`config.mk`:
```
export PLATFORM = sky130hd
export DESIGN_NAME = lvds_frame_seq_flat
export DESIGN_NICKNAME = d
export VERILOG_FILES = /design/src/rtl/lvds_pkg.sv /design/src/rtl/lvds_frame_seq_if.sv /design/src/rtl/lvds_sample_fifo.sv /design/src/rtl/lvds_frame_seq.sv /design/src/flat_wrapper.sv
export SDC_FILE = /design/constraint.sdc
export NUM_CORES = 1
export LEC_CHECK = 0
export BUFFER_PORTS_ARGS = -buffer_cell sky130_fd_sc_hd__clkbuf_2
export CORE_MARGIN = 3
export CORE_UTILIZATION = 58
export CTS_CLUSTER_DIAMETER = 120
export CTS_CLUSTER_SIZE = 8
export DETAILED_ROUTE_END_ITERATION = 8
export GPL_TIMING_DRIVEN = 1
export PLACE_DENSITY = 0.76
export SYNTH_ARGS = -nofsm -noshare
export SYNTH_HDL_FRONTEND = slang
export SYNTH_HIERARCHICAL = 1
export SYNTH_SLANG_ARGS = --single-unit
```
`constraint.sdc`:
```
create_clock -name clk -period 4.4 [get_ports clk]
set_input_delay 0.44 -clock clk [delete_from_list [all_inputs] [get_ports clk]]
set_output_delay 0.44 -clock clk [all_outputs]
set_load 0.005 [all_outputs]
```
`src/rtl/lvds_pkg.sv`:
```
// Shared definitions for the LVDS frame sequencer: states, sync codes,
// field width and the word packing helper.
package lvds_pkg;

  typedef enum logic [1:0] {
    ST_IDLE     = 2'd0,
    ST_PREPARE  = 2'd1,
    ST_TRANSMIT = 2'd2,
    ST_TERM     = 2'd3
  } state_t;

  localparam int          FIELD_W   = 13;
  localparam logic [1:0]  SYNC_HI   = 2'b10;
  localparam logic [1:0]  SYNC_LO   = 2'b01;
  localparam logic [31:0] TERM_WORD = {SYNC_HI, 14'b0, SYNC_LO, 14'b0};

  // Fields arrive already left-justified to FIELD_W bits.
  function automatic logic [31:0] pack_word(input logic [FIELD_W-1:0] i_f,
                                            input logic [FIELD_W-1:0] q_f);
    return {SYNC_HI, i_f, 1'b1, SYNC_LO, q_f, 1'b0};
  endfunction

endpackage

```
`src/rtl/lvds_frame_seq_if.sv`:
```
// Sample stream into the frame sequencer (valid/ready with I, Q and last).
interface lvds_frame_seq_if #(
  parameter int SAMPLE_W = 13
);
  logic                s_valid;
  logic                s_ready;
  logic [SAMPLE_W-1:0] s_i;
  logic [SAMPLE_W-1:0] s_q;
  logic                s_last;

  modport master (output s_valid, output s_i, output s_q, output s_last, input s_ready);
  modport slave  (input s_valid, input s_i, input s_q, input s_last, output s_ready);
endinterface

```
`src/rtl/lvds_sample_fifo.sv`:
```
// Small sample FIFO with show-ahead read and synchronous flush; the flush
// takes priority over a push in the same cycle.
module lvds_sample_fifo #(
  parameter int WIDTH = 27,
  parameter int DEPTH = 4
) (
  input  logic             clk,
  input  logic             reset_n,
  input  logic             flush,
  input  logic             push,
  input  logic [WIDTH-1:0] wr_data,
  input  logic             pop,
  output logic [WIDTH-1:0] rd_data,
  output logic             full,
  output logic             empty
);

  localparam int AW = $clog2(DEPTH);

  logic [WIDTH-1:0] mem [DEPTH];
  logic [AW:0]      wr_ptr_reg;
  logic [AW:0]      rd_ptr_reg;
  logic             do_push;
  logic             do_pop;

  assign full    = (wr_ptr_reg[AW] != rd_ptr_reg[AW]) &&
                   (wr_ptr_reg[AW-1:0] == rd_ptr_reg[AW-1:0]);
  assign empty   = (wr_ptr_reg == rd_ptr_reg);
  assign do_push = push && !full && !flush;
  assign do_pop  = pop && !empty && !flush;

  // Show-ahead read so the sequencer can pack the word in the pop slot.
  assign rd_data = mem[rd_ptr_reg[AW-1:0]];

  always_ff @(posedge clk) begin
    if (do_push) begin
      mem[wr_ptr_reg[AW-1:0]] <= wr_data;
    end
  end

  always_ff @(posedge clk or negedge reset_n) begin
    if (!reset_n) begin
      wr_ptr_reg <= '0;
      rd_ptr_reg <= '0;
    end else if (flush) begin
      wr_ptr_reg <= '0;
      rd_ptr_reg <= '0;
    end else begin
      if (do_push) wr_ptr_reg <= wr_ptr_reg + 1'b1;
      if (do_pop)  rd_ptr_reg <= rd_ptr_reg + 1'b1;
    end
  end

endmodule

```
`src/rtl/lvds_frame_seq.sv`:
```
// Paces buffered I/Q samples into 32-bit serializer words, one word per
// tx_done rising edge, framed by PREPARE slots and closed by a terminator.
module lvds_frame_seq
  import lvds_pkg::*;
#(
  parameter int SAMPLE_W   = 13,
  parameter int PACE_DIV   = 4,
  parameter int FIFO_DEPTH = 4
) (
  input  logic                clk,
  input  logic                reset_n,
  input  logic                transmit,
  input  logic                burst_mode,
  input  logic                tx_done,
  lvds_frame_seq_if.slave     s,
  output logic [31:0]         tx_data,
  output logic                busy,
  output logic                msg_done,
  output logic [7:0]          underrun_cnt
);

  localparam int            FW        = 2 * SAMPLE_W + 1;
  localparam int            PACE_W    = $clog2(PACE_DIV);
  localparam logic [PACE_W-1:0] PACE_LAST = PACE_W'(PACE_DIV - 2);

  state_t              state_reg, state_next;
  logic [PACE_W-1:0]   pace_reg, pace_next;
  logic [31:0]         tx_data_reg, tx_data_next;
  logic [7:0]          underrun_reg, underrun_next;
  logic                msg_done_reg, msg_done_next;
  logic                start_pend_reg, start_pend_next;
  logic                burst_reg, burst_next;
  logic                last_reg, last_next;
  logic                tx_done_d;
  logic                transmit_d;

  logic                slot;
  logic                tx_rise;
  logic                fifo_full, fifo_empty, fifo_pop, fifo_flush;
  logic [FW-1:0]       fifo_rd;
  logic [SAMPLE_W-1:0] rd_i, rd_q;
  logic                rd_last;
  logic [FIELD_W-1:0]  i_field, q_field;

  assign slot    = tx_done & ~tx_done_d;
  assign tx_rise = transmit & ~transmit_d;

  assign s.s_ready = ~fifo_full;

  lvds_sample_fifo #(
    .WIDTH (FW),
    .DEPTH (FIFO_DEPTH)
  ) u_fifo (
    .clk     (clk),
    .reset_n (reset_n),
    .flush   (fifo_flush),
    .push    (s.s_valid & ~fifo_full),
    .wr_data ({s.s_last, s.s_q, s.s_i}),
    .pop     (fifo_pop),
    .rd_data (fifo_rd),
    .full    (fifo_full),
    .empty   (fifo_empty)
  );

  assign {rd_last, rd_q, rd_i} = fifo_rd;
  // Narrow samples sit in the MSBs of the 13-bit field.
  assign i_field = FIELD_W'(rd_i) << (FIELD_W - SAMPLE_W);
  assign q_field = FIELD_W'(rd_q) << (FIELD_W - SAMPLE_W);

  always_ff @(posedge clk or negedge reset_n) begin
    if (!reset_n) begin
      state_reg      <= ST_IDLE;
      pace_reg       <= '0;
      tx_data_reg    <= '0;
      underrun_reg   <= '0;
      msg_done_reg   <= 1'b0;
      start_pend_reg <= 1'b0;
      burst_reg      <= 1'b0;
      last_reg       <= 1'b0;
      tx_done_d      <= 1'b0;
      transmit_d     <= 1'b0;
    end else begin
      state_reg      <= state_next;
      pace_reg       <= pace_next;
      tx_data_reg    <= tx_data_next;
      underrun_reg   <= underrun_next;
      msg_done_reg   <= msg_done_next;
      start_pend_reg <= start_pend_next;
      burst_reg      <= burst_next;
      last_reg       <= last_next;
      tx_done_d      <= tx_done;
      transmit_d     <= transmit;
    end
  end

  always_comb begin
    state_next      = state_reg;
    pace_next       = pace_reg;
    tx_data_next    = tx_data_reg;
    underrun_next   = underrun_reg;
    msg_done_next   = 1'b0;
    start_pend_next = start_pend_reg;
    burst_next      = burst_reg;
    last_next       = last_reg;
    fifo_pop        = 1'b0;
    fifo_flush      = 1'b0;

    // Requests are only latched while idle; mid-message edges are dropped.
    if (state_reg == ST_IDLE && tx_rise) begin
      start_pend_next = 1'b1;
    end

    if (slot) begin
      case (state_reg)
        ST_IDLE: begin
          tx_data_next = '0;
          if (start_pend_reg) begin
            start_pend_next = 1'b0;
            pace_next       = '0;
            burst_next      = burst_mode;
            underrun_next   = '0;
            state_next      = ST_PREPARE;
          end
        end
        ST_PREPARE: begin
          tx_data_next = '0;
          pace_next    = pace_reg + 1'b1;
          if (pace_reg == PACE_LAST) begin
            if (!fifo_empty) begin
              fifo_pop     = 1'b1;
              tx_data_next = pack_word(i_field, q_field);
              last_next    = rd_last;
              state_next   = ST_TRANSMIT;
            end else begin
              // Starved frame: restart the frame and count it.
              pace_next = '0;
              if (underrun_reg != 8'hFF) underrun_next = underrun_reg + 8'd1;
            end
          end
        end
        ST_TRANSMIT: begin
          if ((last_reg && burst_reg) || (!transmit && !burst_reg)) begin
            tx_data_next  = TERM_WORD;
            msg_done_next = 1'b1;
            state_next    = ST_TERM;
          end else begin
            tx_data_next = '0;
            pace_next    = '0;
            state_next   = ST_PREPARE;
          end
        end
        ST_TERM: begin
          tx_data_next = '0;
          fifo_flush   = 1'b1;
          state_next   = ST_IDLE;
        end
        default: state_next = ST_IDLE;
      endcase
    end
  end

  assign tx_data      = tx_data_reg;
  assign busy         = (state_reg != ST_IDLE);
  assign msg_done     = msg_done_reg;
  assign underrun_cnt = underrun_reg;

endmodule
```
`src/flat_wrapper.sv`:
```
// flat-port wrapper written by rule: the top's interface ports become plain ports
module lvds_frame_seq_flat import lvds_pkg::*;
#(
  parameter int SAMPLE_W   = 13,
  parameter int PACE_DIV   = 4,
  parameter int FIFO_DEPTH = 4
)
  (clk, reset_n, transmit, burst_mode, tx_done, tx_data, busy, msg_done, underrun_cnt, s_s_valid, s_s_i, s_s_q, s_s_last, s_s_ready);
  lvds_frame_seq_if #(.SAMPLE_W(SAMPLE_W)) s_i ();
  input  logic clk;
  input  logic reset_n;
  input  logic transmit;
  input  logic burst_mode;
  input  logic tx_done;
  output logic [31:0] tx_data;
  output logic busy;
  output logic msg_done;
  output logic [7:0] underrun_cnt;
  input wire logic [$bits(s_i.s_valid)-1:0] s_s_valid;
  input wire logic [$bits(s_i.s_i)-1:0] s_s_i;
  input wire logic [$bits(s_i.s_q)-1:0] s_s_q;
  input wire logic [$bits(s_i.s_last)-1:0] s_s_last;
  output wire logic [$bits(s_i.s_ready)-1:0] s_s_ready;
  assign s_i.s_valid = s_s_valid;
  assign s_i.s_i = s_s_i;
  assign s_i.s_q = s_s_q;
  assign s_i.s_last = s_s_last;
  assign s_s_ready = s_i.s_ready;
  lvds_frame_seq #(.SAMPLE_W(SAMPLE_W), .PACE_DIV(PACE_DIV), .FIFO_DEPTH(FIFO_DEPTH)) u_core (.clk(clk), .reset_n(reset_n), .transmit(transmit), .burst_mode(burst_mode), .tx_done(tx_done), .s(s_i), .tx_data(tx_data), .busy(busy), .msg_done(msg_done), .underrun_cnt(underrun_cnt));
endmodule
```
==> reports/metrics.cfg <==
[status]
status=complete, no violations

[power]
total_power_mw=4.696
vdd_drop_max_v=0.0004462
leakage_nw=2.964
power_density_nw_per_um2=626.5

[drt]
drtPass1Iterations=7
wire_per_inst_um=20.08
drtIter0Drc=353
antenna_left=0
finalWirelength_mm=12.05
route.detailed.drc=0
vias=3598
vias_per_cell=5.997

[synth]
syn_avg_cell_area_um2=17.51
synth_edf_count=108
synth_ff_type=edfxtp_1
synth.top_cell.area_share_pct=49.92
yosys_warnings=6
netlist_area_um2=6496
ys_ff_latch=160
synthCells=371
synthDistinctLibCells=51
seq_area_frac_synth_pct=69.95
synth_top_cells_by_area=edfxtp_1 50%, dfrtp_1 20%, mux4_2 9.4%
synth_top_cell_by_area=edfxtp_1
synthArstFlopShare_pct=32.50

[global_routing]
grt_max_degree=53
grt_pass1_vias=3764
antenna_found_initial=0
track_usage_pct=20.95
grt_pass1_wl_mm=19.85
grt_overflow_total=0

[layout]
layout.core_utilization_pct=68.85
final_cell_mix=108 x edfxtp_1, 72 x clkbuf_2, 50 x dfrtp_1, 27 x mux4_2, 26 x a22o_1
fin_nets=486
stdcell_count=600
largest_reg_flops=108
synthToLayoutAreaGrowth_pct=15.39
final_common_cell=edfxtp_1
drive_gt1_share_pct=33.26
antenna_cells=0

[clock_tree]
post_cts_buffers=0
cts_resized=0
clkLatencyLatePin_ns=0.52
cts_tree=built
clockBufferDepth=2
htreeDepth=4
cts_hold_buf=0
cts.clk_slew.worst_paths_ns=0.07
cts_sinks=160
ctsRootBufferMaster=clkbuf_8
cts_made_buffers=17

[critical_path]
worstSetupStartpointType=register
crit_buf_inv=1
path_class=reg2reg
rrSetupSlack_ns=1.73
path_cells=xnor2_2 -> nand2_1 -> nor2_1 -> nor2b_1 -> nand2b_1 -> a31oi_1 -> and2_1 -> buf_4
cp.depth=8
r2r_end=u_core/u_fifo/mem[2][19]
crit_fanout=27
end_kind=register
cp_top_family=simple AND/OR/NAND/NOR gates
r2r-start=u_core/u_fifo/wr_ptr_reg[0]
slowest_stage=dfrtp_1
cp_data_required_time_ns=4.57
crit_arrival_ns=2.84
slowest_delay_ns=0.49
rr_worst_depth=8

[place]
dp_cells=568
place_hpwl_mm=7.197
portBuffers=72
gp_congestion=0.7964

[sta]
drv_slew=0
finalCritPeriodShare_pct=60.67
period_minus_slack_ns=2.669
setup_tns_ns=0
grt_setup_unrepaired=no
fin_skew_ns=0.01323
finalSetupViolCount=0
tightest_slew_ns=0.7044
max_clock_freq_mhz=374.6
hold_violations=0
maxSlewHeadroom_pct=53.04

[die]
rows=38
core_um2=10890
ios=76
fp.dieH_um=111.8
start_util_pct=59.66
die_x_um=111.8
dieArea_um2=12510

[job]
max-cap-violations=0

[min_path]
hold_path.class=in2async

[power breakdown]
group,switching (mW),internal [mW]
logic,0.682,0.535
registers,0.166,1.96
clock network,0.589,0.761
total,1.44,3.26
[per-layer routing]
metal	share of wire, %	global-route usage (%)	up-vias
li1	-	-	1616
met1	41	28.33	1841
met2	51	33.13	132
met3	6.7	5.978	9
met4	1.1	7.461	0
met5	0	0	-
[stage by stage]
stage	hold slack (ns)	worst slack (ns)	area [µm²]
floorplan	0.1444	0.5438	6504
global placement	0.4648	1.837	6947
detailed placement	0.4771	1.749	6947
CTS	0.03594	1.761	7496
global route	0.04404	1.571	7496
finish	0.06193	1.731	7496
[cells in the mapped netlist, types with 4 or more instances]
library cell / n
a21oi_1: 9
a22o_1: 26
a31oi_1: 10
and2_1: 4
and3_1: 4
buf_2: 9
buf_4: 4
buf_6: 7
clkbuf_1: 5
dfrtp_1: 52
edfxtp_1: 108
ha_1: 6
inv_1: 9
mux4_2: 27
nand2_1: 10
nand2b_1: 6
nand3_1: 7
nor2_1: 7
nor2b_1: 6
o21ai_0: 8
[area by class of cell]
class / count / area, µm²
repair buffers: 80 / 420.4
clock inverters: 14 / 131.4
well taps: 140 / 175.2
multi-input cells: 179 / 1770
fillers: 732 / 3392
clock buffers: 18 / 417.9
flip-flops and latches: 160 / 4547
inverters: 9 / 33.78
[worst max-delay path by stage]
stage | from | end | slack, ns
3_5_place_dp | tx_done | u_core/u_fifo/mem[2][2] | 1.75
4_1_cts | u_core/u_fifo/wr_ptr_reg[0] | u_core/u_fifo/mem[2][19] | 1.76
2_1_floorplan | u_core/u_fifo/rd_ptr_reg[0] | u_core/u_fifo/mem[1][0] | 0.54
6_report | u_core/u_fifo/wr_ptr_reg[0] | u_core/u_fifo/mem[2][19] | 1.73
3_3_place_gp | tx_done | u_core/u_fifo/mem[0][2] | 1.84
5_1_grt | u_core/u_fifo/wr_ptr_reg[0] | u_core/u_fifo/mem[2][19] | 1.57
[cell families after synthesis]
| kind of cell | count (synthesis) | share of synthesized area [%] |
|---|---|---|
| xor+xnor | 6 | 1.156 |
| other cells | 1 | 0.05773 |
| fa+ha+maj | 6 | 1.156 |
| mux | 32 | 10.21 |
| buf+inv | 34 | 3.178 |
| flops | 160 | 69.95 |
| simple gates | 58 | 5.432 |
| compound gates | 74 | 8.860 |
(Power assumes the default switching activity.)
